### src/rtl/periph_slave_rr_arbiter_if.sv
// ----------------------------------------------------------------------------
// periph_slave_rr_arbiter_if
// Bundles every bus signal around one peripheral slave port. Signal names are
// written from the arbiter's point of view.
//   PE side    : data_req_i/add_i/wen_i/wdata_i/be_i in,
//                data_gnt_o/r_valid_o/r_rdata_o out
//   slave side : data_req_o/add_o/wen_o/wdata_o/be_o/ID_o out,
//                data_gnt_i/r_valid_i/r_ID_i/r_rdata_i in
//   status     : err_o
// Modport "slave" is the arbiter itself (the slave port of the interconnect).
// Modport "master" is the environment: the PEs and the peripheral together.
// ----------------------------------------------------------------------------
interface periph_slave_rr_arbiter_if #(
  parameter int N_MASTER   = 16,
  parameter int ADDR_WIDTH = 32,
  parameter int DATA_WIDTH = 32,
  parameter int BE_WIDTH   = DATA_WIDTH / 8
);
  logic [N_MASTER-1:0]                 data_req_i;
  logic [N_MASTER-1:0][ADDR_WIDTH-1:0] data_add_i;
  logic [N_MASTER-1:0]                 data_wen_i;
  logic [N_MASTER-1:0][DATA_WIDTH-1:0] data_wdata_i;
  logic [N_MASTER-1:0][BE_WIDTH-1:0]   data_be_i;
  logic [N_MASTER-1:0]                 data_gnt_o;
  logic [N_MASTER-1:0]                 data_r_valid_o;
  logic [DATA_WIDTH-1:0]               data_r_rdata_o;

  logic                                data_req_o;
  logic [ADDR_WIDTH-1:0]               data_add_o;
  logic                                data_wen_o;
  logic [DATA_WIDTH-1:0]               data_wdata_o;
  logic [BE_WIDTH-1:0]                 data_be_o;
  logic [N_MASTER-1:0]                 data_ID_o;
  logic                                data_gnt_i;
  logic                                data_r_valid_i;
  logic [N_MASTER-1:0]                 data_r_ID_i;
  logic [DATA_WIDTH-1:0]               data_r_rdata_i;

  logic                                err_o;

  modport slave (
    input  data_req_i, data_add_i, data_wen_i, data_wdata_i, data_be_i,
    output data_gnt_o, data_r_valid_o, data_r_rdata_o,
    output data_req_o, data_add_o, data_wen_o, data_wdata_o, data_be_o, data_ID_o,
    input  data_gnt_i, data_r_valid_i, data_r_ID_i, data_r_rdata_i,
    output err_o
  );

  modport master (
    output data_req_i, data_add_i, data_wen_i, data_wdata_i, data_be_i,
    input  data_gnt_o, data_r_valid_o, data_r_rdata_o,
    input  data_req_o, data_add_o, data_wen_o, data_wdata_o, data_be_o, data_ID_o,
    output data_gnt_i, data_r_valid_i, data_r_ID_i, data_r_rdata_i,
    input  err_o
  );
endinterface

### src/rtl/periph_slave_rr_arbiter.sv
// ----------------------------------------------------------------------------
// periph_slave_rr_arbiter
// Round-robin arbiter sharing one peripheral slave port among N_MASTER PE
// request ports. A stalled request stays locked on its master until it is
// granted. Grants are withheld while MAX_OUTSTANDING transactions are still
// waiting for a response. Each request carries a one-hot ID, and the returned
// ID steers the response valid back to the issuing PE.
// Ports:
//   clk    : clock
//   rst_n  : synchronous active-low reset
//   bus_if : periph_slave_rr_arbiter_if.slave (all request/response signals)
// Request/grant and response paths are combinational. Only the arbitration
// state is registered.
// ----------------------------------------------------------------------------
module periph_slave_rr_arbiter #(
  parameter int N_MASTER        = 16,
  parameter int ADDR_WIDTH      = 32,
  parameter int DATA_WIDTH      = 32,
  parameter int MAX_OUTSTANDING = 2
) (
  input  logic                           clk,
  input  logic                           rst_n,
  periph_slave_rr_arbiter_if.slave       bus_if
);
  localparam int PTR_W = (N_MASTER > 1) ? $clog2(N_MASTER) : 1;

  logic [PTR_W-1:0]    rr_ptr_q, rr_ptr_d;
  logic [2:0]          out_cnt_q, out_cnt_d;
  logic                lock_q, lock_d;
  logic [PTR_W-1:0]    lock_sel_q, lock_sel_d;
  logic                err_q, err_d;

  logic [PTR_W-1:0]    rr_sel, cand, sel, rr_nxt;
  logic                rr_found, req_exist, allow, req_out, hs;
  logic [N_MASTER-1:0] sel_oh;

  // First requester at or after rr_ptr_q, wrapping modulo N_MASTER.
  always_comb begin
    rr_sel   = '0;
    rr_found = 1'b0;
    cand     = '0;
    for (int k = 0; k < N_MASTER; k++) begin
      cand = PTR_W'((int'(rr_ptr_q) + k) % N_MASTER);
      if (!rr_found && bus_if.data_req_i[cand]) begin
        rr_found = 1'b1;
        rr_sel   = cand;
      end
    end
  end

  // While locked, the selection is frozen. A locked master that drops its
  // request counts as "no requester" for the cycle it is released in.
  assign sel       = lock_q ? lock_sel_q : rr_sel;
  assign req_exist = lock_q ? bus_if.data_req_i[lock_sel_q] : rr_found;
  assign allow     = (out_cnt_q < 3'(MAX_OUTSTANDING));
  assign req_out   = allow & req_exist;
  assign hs        = req_out & bus_if.data_gnt_i;
  assign rr_nxt    = PTR_W'((int'(sel) + 1) % N_MASTER);

  always_comb begin
    sel_oh      = '0;
    sel_oh[sel] = 1'b1;
  end

  assign bus_if.data_req_o     = req_out;
  assign bus_if.data_ID_o      = req_exist ? sel_oh : '0;
  assign bus_if.data_add_o     = req_exist ? bus_if.data_add_i[sel]   : '0;
  assign bus_if.data_wen_o     = req_exist ? bus_if.data_wen_i[sel]   : 1'b0;
  assign bus_if.data_wdata_o   = req_exist ? bus_if.data_wdata_i[sel] : '0;
  assign bus_if.data_be_o      = req_exist ? bus_if.data_be_i[sel]    : '0;
  assign bus_if.data_gnt_o     = hs ? sel_oh : '0;
  assign bus_if.data_r_valid_o = bus_if.data_r_ID_i & {N_MASTER{bus_if.data_r_valid_i}};
  assign bus_if.data_r_rdata_o = bus_if.data_r_rdata_i;
  assign bus_if.err_o          = err_q;

  always_comb begin
    rr_ptr_d   = rr_ptr_q;
    out_cnt_d  = out_cnt_q;
    lock_d     = lock_q;
    lock_sel_d = lock_sel_q;
    err_d      = err_q;

    if (hs) begin
      rr_ptr_d = rr_nxt;
      lock_d   = 1'b0;
    end else if (req_out) begin
      lock_d     = 1'b1;
      lock_sel_d = sel;
    end else if (lock_q && !bus_if.data_req_i[lock_sel_q]) begin
      lock_d = 1'b0;
      err_d  = 1'b1;
    end

    // A response in the same cycle as a handshake leaves the count unchanged.
    // A response with nothing outstanding is flagged and the count stays at zero.
    if (hs && !bus_if.data_r_valid_i) begin
      out_cnt_d = out_cnt_q + 3'd1;
    end else if (bus_if.data_r_valid_i && !hs) begin
      if (out_cnt_q != 3'd0) out_cnt_d = out_cnt_q - 3'd1;
      else                   err_d     = 1'b1;
    end

    if (bus_if.data_r_valid_i && !$onehot(bus_if.data_r_ID_i)) err_d = 1'b1;
  end

  always_ff @(posedge clk) begin
    if (!rst_n) begin
      rr_ptr_q   <= '0;
      out_cnt_q  <= '0;
      lock_q     <= 1'b0;
      lock_sel_q <= '0;
      err_q      <= 1'b0;
    end else begin
      rr_ptr_q   <= rr_ptr_d;
      out_cnt_q  <= out_cnt_d;
      lock_q     <= lock_d;
      lock_sel_q <= lock_sel_d;
      err_q      <= err_d;
    end
  end
endmodule
### src/flat_wrapper.sv
// flat-port wrapper written by rule: the top's interface ports become plain ports
module periph_slave_rr_arbiter_flat 
#(
  parameter int N_MASTER        = 16,
  parameter int ADDR_WIDTH      = 32,
  parameter int DATA_WIDTH      = 32,
  parameter int MAX_OUTSTANDING = 2
)
  (clk, rst_n, bus_if_data_req_i, bus_if_data_add_i, bus_if_data_wen_i, bus_if_data_wdata_i, bus_if_data_be_i, bus_if_data_gnt_o, bus_if_data_r_valid_o, bus_if_data_r_rdata_o, bus_if_data_req_o, bus_if_data_add_o, bus_if_data_wen_o, bus_if_data_wdata_o, bus_if_data_be_o, bus_if_data_ID_o, bus_if_data_gnt_i, bus_if_data_r_valid_i, bus_if_data_r_ID_i, bus_if_data_r_rdata_i, bus_if_err_o);
  periph_slave_rr_arbiter_if #(.N_MASTER(N_MASTER), .ADDR_WIDTH(ADDR_WIDTH), .DATA_WIDTH(DATA_WIDTH)) bus_if_i ();
  input  logic clk;
  input  logic rst_n;
  input wire logic [$bits(bus_if_i.data_req_i)-1:0] bus_if_data_req_i;
  input wire logic [$bits(bus_if_i.data_add_i)-1:0] bus_if_data_add_i;
  input wire logic [$bits(bus_if_i.data_wen_i)-1:0] bus_if_data_wen_i;
  input wire logic [$bits(bus_if_i.data_wdata_i)-1:0] bus_if_data_wdata_i;
  input wire logic [$bits(bus_if_i.data_be_i)-1:0] bus_if_data_be_i;
  output wire logic [$bits(bus_if_i.data_gnt_o)-1:0] bus_if_data_gnt_o;
  output wire logic [$bits(bus_if_i.data_r_valid_o)-1:0] bus_if_data_r_valid_o;
  output wire logic [$bits(bus_if_i.data_r_rdata_o)-1:0] bus_if_data_r_rdata_o;
  output wire logic [$bits(bus_if_i.data_req_o)-1:0] bus_if_data_req_o;
  output wire logic [$bits(bus_if_i.data_add_o)-1:0] bus_if_data_add_o;
  output wire logic [$bits(bus_if_i.data_wen_o)-1:0] bus_if_data_wen_o;
  output wire logic [$bits(bus_if_i.data_wdata_o)-1:0] bus_if_data_wdata_o;
  output wire logic [$bits(bus_if_i.data_be_o)-1:0] bus_if_data_be_o;
  output wire logic [$bits(bus_if_i.data_ID_o)-1:0] bus_if_data_ID_o;
  input wire logic [$bits(bus_if_i.data_gnt_i)-1:0] bus_if_data_gnt_i;
  input wire logic [$bits(bus_if_i.data_r_valid_i)-1:0] bus_if_data_r_valid_i;
  input wire logic [$bits(bus_if_i.data_r_ID_i)-1:0] bus_if_data_r_ID_i;
  input wire logic [$bits(bus_if_i.data_r_rdata_i)-1:0] bus_if_data_r_rdata_i;
  output wire logic [$bits(bus_if_i.err_o)-1:0] bus_if_err_o;
  assign bus_if_i.data_req_i = bus_if_data_req_i;
  assign bus_if_i.data_add_i = bus_if_data_add_i;
  assign bus_if_i.data_wen_i = bus_if_data_wen_i;
  assign bus_if_i.data_wdata_i = bus_if_data_wdata_i;
  assign bus_if_i.data_be_i = bus_if_data_be_i;
  assign bus_if_data_gnt_o = bus_if_i.data_gnt_o;
  assign bus_if_data_r_valid_o = bus_if_i.data_r_valid_o;
  assign bus_if_data_r_rdata_o = bus_if_i.data_r_rdata_o;
  assign bus_if_data_req_o = bus_if_i.data_req_o;
  assign bus_if_data_add_o = bus_if_i.data_add_o;
  assign bus_if_data_wen_o = bus_if_i.data_wen_o;
  assign bus_if_data_wdata_o = bus_if_i.data_wdata_o;
  assign bus_if_data_be_o = bus_if_i.data_be_o;
  assign bus_if_data_ID_o = bus_if_i.data_ID_o;
  assign bus_if_i.data_gnt_i = bus_if_data_gnt_i;
  assign bus_if_i.data_r_valid_i = bus_if_data_r_valid_i;
  assign bus_if_i.data_r_ID_i = bus_if_data_r_ID_i;
  assign bus_if_i.data_r_rdata_i = bus_if_data_r_rdata_i;
  assign bus_if_err_o = bus_if_i.err_o;
  periph_slave_rr_arbiter #(.N_MASTER(N_MASTER), .ADDR_WIDTH(ADDR_WIDTH), .DATA_WIDTH(DATA_WIDTH), .MAX_OUTSTANDING(MAX_OUTSTANDING)) u_core (.clk(clk), .rst_n(rst_n), .bus_if(bus_if_i));
endmodule
### config.mk
export PLATFORM = sky130hd
export DESIGN_NAME = periph_slave_rr_arbiter_flat
export DESIGN_NICKNAME = d
export VERILOG_FILES = /design/src/rtl/periph_slave_rr_arbiter_if.sv /design/src/rtl/periph_slave_rr_arbiter.sv /design/src/flat_wrapper.sv
export SDC_FILE = /design/constraint.sdc
export NUM_CORES = 1
export LEC_CHECK = 0
export ABC_CLOCK_PERIOD_IN_PS = 19700
export CAP_MARGIN = 20
export CORE_AREA = 2 2 510 512
export CTS_CLUSTER_SIZE = 12
export DETAILED_ROUTE_END_ITERATION = 12
export DIE_AREA = 0 0 512 514
export GPL_ROUTABILITY_DRIVEN = 1
export PLACE_DENSITY = 0.31
export SLEW_MARGIN = 15
export SYNTH_ARGS = -nofsm -noshare
export SYNTH_HDL_FRONTEND = slang
export SYNTH_SLANG_ARGS = --single-unit
### constraint.sdc
create_clock -name clk -period 19.7 [get_ports clk]
set_clock_uncertainty 0.15 [all_clocks]
set_input_delay 2.955 -clock clk [delete_from_list [all_inputs] [get_ports clk]]
set_output_delay 2.955 -clock clk [all_outputs]
set_load 0.005 [all_outputs]
==> results of run 1 <==
==> worst max-delay path by stage <==
stage                               from                     to  slack [ps]  cells past startpoint
global placement    bus_if_data_req_i[7]  bus_if_data_add_o[31]        5850                     18
finish              bus_if_data_req_i[7]  bus_if_data_add_o[10]        6070                     18
CTS                 bus_if_data_req_i[7]  bus_if_data_add_o[31]        5820                     18
floorplan           bus_if_data_req_i[0]  bus_if_data_add_o[18]       10330                     15
detailed placement  bus_if_data_req_i[7]  bus_if_data_add_o[31]        5840                     18
global route        bus_if_data_req_i[7]  bus_if_data_add_o[31]        5620                     18
==> stage by stage <==
step / total power [uW] / instances / hold slack (ps) / area [um^2]
after detailed placement: 6956 / 6754 / 297.1 / 30630
final: 6766 / 6774 / 306.8 / 30750
after global placement: 6972 / 6751 / 294.3 / 30580
after global routing: 7307 / 6759 / 350.9 / 30710
after CTS: 7028 / 6758 / 301.8 / 30710
after floorplan: 3458 / 2274 / 306.7 / 14390
==> cells by family (layout without fill, tap and decap cells) <==
| group | after synthesis | after routing | share of synthesized area |
|---|---|---|---|
| simple gates | 1186 | 1186 | 0.3528 |
| mux | 284 | 284 | 0.2239 |
| compound gates | 467 | 467 | 0.2625 |
| flops | 13 | 13 | 0.01808 |
| other cells | 0 | 16 | 0 |
| fa+ha+maj | 36 | 36 | 0.03703 |
| buf+inv | 276 | 1358 | 0.09571 |
| xor+xnor | 12 | 12 | 0.009911 |
==> area by class of cell <==
type | instances | area [um^2]
Antenna cell | 16 | 40.04
Clock buffer | 4 | 78.83
Fill cell | 30120 | 227300
Inverter | 32 | 132.6
Multi-Input combinational cell | 1985 | 12870
Sequential cell | 13 | 262.8
Tap cell | 3402 | 4257
Timing Repair Buffer | 1322 | 13110
==> tightest hold or removal path, cell delays in order, from the launching register on <==
cell and delay (ps):
sky130_fd_sc_hd__dfxtp_1 300, sky130_fd_sc_hd__nand2_1 50, sky130_fd_sc_hd__a21oi_1 50
==> Yosys cell counts, drive strengths merged, types with 21 or more instances <==
cell     number  area share
a2111oi      60       0.061
clkbuf       85       0.022
nand3       203       0.072
a21oi       154       0.054
buf         159       0.065
mux2         21       0.016
a32oi        61       0.037
nand2       781        0.20
o21ai        26      0.0090
ha           25       0.022
inv          31      0.0081
and2         21      0.0091
mux2i       237        0.17
a221o        25       0.017
o32ai        57       0.035
and3         60       0.026
mux4         26       0.041
a211oi       23       0.012
nor2         74       0.020
==> flip-flops by register name, indices dropped and copies added (netlist names) <==
name	flops
u_core.out_cnt_q	3
u_core.rr_ptr_q	4
u_core.lock_sel_q	4
u_core.lock_q	1
u_core.bus_if.err_o	1
==> routing by layer <==
layer  vias to the layer above  GRT usage
met5                         -          0
met4                        52    0.01884
met3                       179    0.03776
met2                      1153     0.2495
met1                     11120     0.1636
li1                      10410          -
==> power breakdown <==
part,switching (uW),total (uW),internal [uW]
combinational,4300,6670,2370
sequential,19.4,55.8,36.4
clock,11.9,39.2,27.4
total,4330,6770,2440
==> impl_results.rst, run 1 <==
.. list-table::
   :header-rows: 1

   * - Metric
     - Value
   * - CP top delay family
     - buffers and inverters
   * - Relative slew margins
     - 0.2520
   * - Starting DRC count in detailed routing
     - 1453
   * - Nature of the critical path endpoint
     - output port
   * - Routability congestion estimate from global placement
     - 0.8760
   * - Highest achievable clock rate
     - 73.34 MHz
   * - Quantity of gates resized following cts
     - 0
   * - Number of antenna violations at the first check in global routing
     - 87
   * - Die Span Y
     - 514 um
   * - DR WL met3
     - 14480 um
   * - Synth Instances
     - 2274
   * - Async set-or-reset flop fraction in the synthesized netlist
     - 0
   * - Post-synth EDFFs
     - 0
   * - Congestion Overflow GR
     - 0
   * - Maximum number of pins on one net before global-route repair
     - 106
   * - Min-Delay Path Class
     - reg2reg
   * - Average routed wire per standard cell
     - 28.21 um
   * - Cell depth of the worst hold path
     - 2
   * - Series of cell instances along the critical path
     - clkdlybuf4s50_1, mux2_2, mux4_2, mux2i_4, o2111ai_1, a2111oi_0, a221o_1, a211oi_2, nor2_4, buf_4, buf_4, buf_4, buf_4, nand2_1, a32oi_1, o32ai_1, a2111oi_2, clkdlybuf4s50_1
   * - Highest metal used
     - met5
   * - Startpoint of the tightest hold check path
     - u_core.rr_ptr_q[2]
   * - First-pass detailed-route iteration total
     - 5
   * - CP max stage delay
     - 790 ps
   * - Leakage power
     - 0.01064 uW
   * - Register bit count reported by yosys
     - 13
   * - H-tree lvl count
     - 1
   * - Core area
     - 258100 um^2
   * - Die outline area
     - 263200 um^2
   * - GRT Util Overall
     - 0.1377
   * - Starting density of the core
     - 0.05577
   * - Clock tree from TritonCTS
     - yes
   * - Worst skew pair latency
     - 240 ps
   * - Peak supply drop
     - 0.1319 mV
   * - DPL Wire Length
     - 164400 um
   * - Unrepaired setup endpoints after global routing
     - false
   * - Final Util
     - 0.1191
   * - Final hold violations
     - 0
   * - First-pass GRT wire length
     - 243700 um
   * - Synth Warn #
     - 0
   * - Final critical-path share of the clock period
     - 0.6921
   * - Final-stage net count
     - 4565
   * - Most used DFF post-synth
     - sky130_fd_sc_hd__dfxtp_1
   * - Post-CTS setup-driven buffer insertion count
     - 0
   * - Post-synthesis instance area
     - 14390 um^2
   * - Smallest setup slack after layout
     - 6065 ps
   * - Setup slack on the worst flop-to-flop path
     - 12930 ps
   * - Total via count in the routed design
     - 22910
   * - Per-instance average area after synthesis
     - 6.329 um^2
   * - Area added between synthesis and finish
     - 113.6%
   * - Data required, critical path
     - 16600 ps
   * - Time the final worst path needs with I/O delays and setup
     - 13630 ps
   * - Clock Pin Slew Worst Setup and Hold Paths
     - 50 ps
   * - Library cell used as clock root buffer
     - sky130_fd_sc_hd__clkbuf_16
   * - Count of input and output buffers
     - 1258
   * - Routed met1 length
     - 77440 um
   * - Slowest CP cell
     - sky130_fd_sc_hd__a2111oi_0
   * - Terminating pin of the worst hold path
     - u_core.rr_ptr_q[2]
   * - Fraction of layout cells with a size suffix above 1
     - 0.06347
   * - Cell variety after synth
     - 80
   * - Via count of the first global-routing pass
     - 23910
   * - Result of the run
     - finished, final reports clean
   * - Critical register-to-register path endpoint
     - u_core.rr_ptr_q[2]
   * - Total buffers and inverters traversed by the critical path
     - 6
   * - Commonest non-fill, non-tap cells in the layout
     - sky130_fd_sc_hd__clkdlybuf4s50_1, sky130_fd_sc_hd__nand2_1, sky130_fd_sc_hd__mux2i_1
   * - Remaining design rule violation count
     - 0
   * - Cell seen most often among critical-path stages
     - sky130_fd_sc_hd__buf_4
   * - Most common cell after layout, fill and taps aside
     - sky130_fd_sc_hd__clkdlybuf4s50_1
   * - Reg-to-reg critical path startpoint
     - u_core.rr_ptr_q[2]
   * - Count of hold buffers inserted by post-cts repair
     - 0
   * - Floorplan row count
     - 187
   * - Worst setup path class
     - in2out
   * - Worst reg-to-reg path cell count
     - 17
   * - Slew @ Worst Pin
     - 1091 ps
   * - Dpl ws
     - 5836 ps
   * - Number of antenna-violating nets in the routed design
     - 0
   * - Count of boundary I/O pins
     - 1323
   * - CTS buffer count
     - 3
   * - Syn_nets
     - 3482
   * - Setup-failing EPs final
     - 0
   * - Element type at the critical path start
     - input port
   * - Final sum of negative setup slack
     - 0 ps
   * - Detailed-routed wire length on met2
     - 95200 um
   * - Total power divided by cell area
     - 220.1 nW/um^2
   * - Wirelength, routed
     - 191100 um
   * - Number of pins exceeding their max-slew limit in the final report
     - 0
   * - Post-synthesis sequential area ratio
     - 0.01808
   * - Detailed-route vias per instance
     - 3.382
   * - Longest Clk Path Bufs
     - 2
   * - CP Data Arrival Time
     - 10530 ps
   * - # clock sinks
     - 13
   * - Die span in x
     - 512 um
   * - Biggest fanout along the worst timing path
     - 62
   * - Count of maximum capacitance violations
     - 0
Power figures use the tool's default switching activity.
==> run 2, diff against run 1 <==
Settings changed: ABC_CLOCK_PERIOD_IN_PS 19700 to 11050, CORE_AREA 2 2 510 512 to 2 2 513 515, DIE_AREA 0 0 512 514 to 0 0 515 517, PLACE_DENSITY 0.31 to 0.32.
Clock period 19.7 ns to 11.05 ns, I/O delays scaled along.
==> run 2 against run 1 <==
Critical path depth is 3 lower; worst setup slack worse by 4900 ps; first-iteration DRC count is 18% higher; clock-buffer cell count stayed put; routed wire length is 3.1% higher; via count is 2.0% higher; register-to-register slack worse by 8200 ps.
==> impl_results.rst, run 2 (same netlist as run 1, synthesis figures left out) <==
.. list-table::
   :header-rows: 1

   * - Metric
     - Value
   * - # clock sinks
     - 13 (unchanged)
   * - First-pass GRT wire length
     - 246900 um (+1.3%)
   * - Count of input and output buffers
     - 1258 (unchanged)
   * - Number of antenna violations at the first check in global routing
     - 99 (+14%)
   * - Nature of the critical path endpoint
     - output port
   * - Largest registers ranked by flip-flop count
     - u_core.lock_sel_q (4), u_core.rr_ptr_q (4), u_core.out_cnt_q (3)
   * - Share of power burned in the clock network
     - 0.005 (about the same)
   * - Starting DRC count in detailed routing
     - 1721 (+18%)
   * - Time the final worst path needs with I/O delays and setup
     - 9869 ps
   * - H-tree lvl count
     - 1 (unchanged)
   * - Maximum number of pins on one net before global-route repair
     - 76 (-28%)
   * - Total power divided by cell area
     - 405.1 nW/um^2 (+84%)
   * - Commonest non-fill, non-tap cells in the layout
     - sky130_fd_sc_hd__clkdlybuf4s50_1, sky130_fd_sc_hd__nand2_1, sky130_fd_sc_hd__mux2i_1
   * - Internal power consumption
     - 4739 uW (+94%)
   * - Switching share of total power
     - 0.6273 (-0.01241)
   * - Wirelength, routed
     - 197000 um (+3.1%)
   * - Area added between synthesis and finish
     - 118.1%
   * - Portion of total power attributed to sequential cells
     - 0.008 (about the same)
   * - Total via count in the routed design
     - 23380 (+2.0%)
   * - Remaining design rule violation count
     - 0 (unchanged)
   * - Library cell used as clock root buffer
     - sky130_fd_sc_hd__clkbuf_16
   * - Routability congestion estimate from global placement
     - 0.8697 (-0.72%)
   * - Biggest fanout along the worst timing path
     - 73 (+18%)
   * - Layout Cell Area excl Fill
     - 31390 um^2 (+2.1%)
   * - Fraction of layout cells with a size suffix above 1
     - 0.07511 (+0.01164)
   * - Congestion Overflow GR
     - 0 (unchanged)
   * - Count of boundary I/O pins
     - 1323 (unchanged)
   * - Final critical-path share of the clock period
     - 0.8931
   * - CP Data Arrival Time
     - 8060 ps (-2470 ps)
   * - Detailed-route vias per instance
     - 3.414 (+0.93%)
   * - Clock Pin Slew Worst Setup and Hold Paths
     - 50 ps (about the same)
   * - Count of hold buffers inserted by post-cts repair
     - 0 (unchanged)
   * - Die Span Y
     - 517 um (+0.58%)
   * - Longest Clk Path Bufs
     - 2 (unchanged)
   * - Core area
     - 261100 um^2 (+1.2%)
   * - Count of maximum capacitance violations
     - 0 (unchanged)
   * - DPL Wire Length
     - 169700 um (+3.2%)
   * - Worst Hold Slack
     - 389.2 ps (+82.39 ps)
   * - Setup slack on the worst flop-to-flop path
     - 4730 ps (-8200 ps)
   * - Via count of the first global-routing pass
     - 24040 (+0.55%)
   * - Starting density of the core
     - 0.05512 (-0.0006465)
   * - Switching pwr
     - 7978 uW (+84%)
   * - Floorplan row count
     - 188 (+0.53%)
   * - Post-CTS setup-driven buffer insertion count
     - 0 (unchanged)
   * - Most common cell after layout, fill and taps aside
     - sky130_fd_sc_hd__clkdlybuf4s50_1
   * - Final hold violations
     - 0 (unchanged)
   * - Die outline area
     - 266300 um^2 (+1.2%)
   * - Worst skew pair latency
     - 240 ps (about the same)
   * - Leakage power
     - 0.01092 uW (+2.7%)
   * - Highest achievable clock rate
     - 101.3 MHz
   * - Element type at the critical path start
     - input port
   * - Final-stage net count
     - 4604 (+0.85%)
   * - Number of filler cells placed in the layout
     - 30300 (+0.61%)
   * - Clock tree from TritonCTS
     - yes
   * - Number of antenna-violating nets in the routed design
     - 0 (unchanged)
   * - First-pass detailed-route iteration total
     - 5 (unchanged)
   * - Unrepaired setup endpoints after global routing
     - false
   * - Share of total power in combinational logic
     - 0.986 (about the same)
   * - Die span in x
     - 515 um (+0.59%)
   * - Setup-failing EPs final
     - 0 (unchanged)
   * - Final sum of negative setup slack
     - 0 ps (unchanged)
   * - Quantity of gates resized following cts
     - 0 (unchanged)
   * - Peak supply drop
     - 0.3729 mV (+180%)
   * - Placed cell areas
     - 31230 um^2 (+2.0%)
   * - Total chip power
     - 12720 uW (+88%)
   * - Number of pins exceeding their max-slew limit in the final report
     - 0 (unchanged)
   * - Average routed wire per standard cell
     - 28.77 um (+2.0%)
   * - CTS buffer count
     - 3 (unchanged)
   * - Data required, critical path
     - 9240 ps (-7360 ps)
   * - Result of the run
     - finished, final reports clean
   * - Slew @ Worst Pin
     - 1141 ps (+50.33 ps)
   * - GRT Util Overall
     - 0.1398 (+0.002033)
   * - Min-Delay Path Class
     - reg2reg
   * - Relative slew margins
     - 0.2242 (-0.02780)
   * - Worst setup path class
     - in2out
## run 2: cell count changes in the layout (fill, tap and decap cells not counted), sizes merged
| cell | change |
|---|---|
| buf | +40 |
| diode | +16 |
| clkdlybuf4s50 | -1 |
## run 2: area by class of cell
| cell class | instances | area [um^2] | share of cell area |
|---|---|---|---|
| Tap cell | 3420 | 4279 | 0.1363 |
| Sequential cell | 13 | 260.3 | 0.008291 |
| Antenna cell | 32 | 80.08 | 0.002551 |
| Timing Repair Buffer | 1361 | 13660 | 0.4352 |
| Clock buffer | 4 | 78.83 | 0.002511 |
| Inverter | 32 | 135.1 | 0.004305 |
| Multi-Input combinational cell | 1985 | 12900 | 0.4108 |
## run 2: per-stage QoR
| step | setup slack [ps] | util | cells |
|---|---|---|---|
| after floorplan | 3983 | - | 2274 |
| after global placement | 832.3 | 0.1195 | 6810 |
| after detailed placement | 1273 | 0.1196 | 6811 |
| after CTS | 1231 | 0.1199 | 6815 |
| after global routing | 1004 | 0.1200 | 6827 |
| final | 1181 | 0.1202 | 6847 |
## run 2: layer usage
layer,global-route usage,vias to the layer above,part of all wire
met1,0.1693,11320,0.40
met5,0,-,0.0010
met4,0.03439,30,0.024
met2,0.2439,1305,0.49
met3,0.03609,205,0.083
li1,-,10510,-
## run 2: critical path: stages
cell and delay, ps:
sky130_fd_sc_hd__clkdlybuf4s50_1 630, sky130_fd_sc_hd__mux4_2 620, sky130_fd_sc_hd__mux2_2 340, sky130_fd_sc_hd__mux2i_4 230, sky130_fd_sc_hd__o2111ai_1 370, sky130_fd_sc_hd__a2111oi_0 940, sky130_fd_sc_hd__a221o_1 230, sky130_fd_sc_hd__a211oi_2 60
sky130_fd_sc_hd__nor2_4 410, sky130_fd_sc_hd__buf_12 280, sky130_fd_sc_hd__nand2_1 220, sky130_fd_sc_hd__a32oi_1 540, sky130_fd_sc_hd__o32ai_1 200, sky130_fd_sc_hd__a2111oi_2 430, sky130_fd_sc_hd__clkdlybuf4s50_1 660
## run 2: path summary, 6_finish.rpt
path / depth (start not counted) / to / start
setup reg to reg: 16 / u_core.rr_ptr_q[2] / u_core.rr_ptr_q[0]
hold / removal: 2 / u_core.bus_if.err_o / u_core.bus_if.err_o
setup / recovery: 15 / bus_if_data_add_o[16] / bus_if_data_req_i[15]
hold reg to reg: 2 / u_core.bus_if.err_o / u_core.bus_if.err_o
## run 2: power groups by stage
stage          registers [uW]  logic, uW  clock network (uW)
2_1_floorplan            80.0       6080                   0
3_3_place_gp              106      12800                   0
3_5_place_dp              105      12800                   0
4_1_cts                   104      12900                71.0
5_1_grt                   107      13500                73.2
6_report                  103      12500                69.6
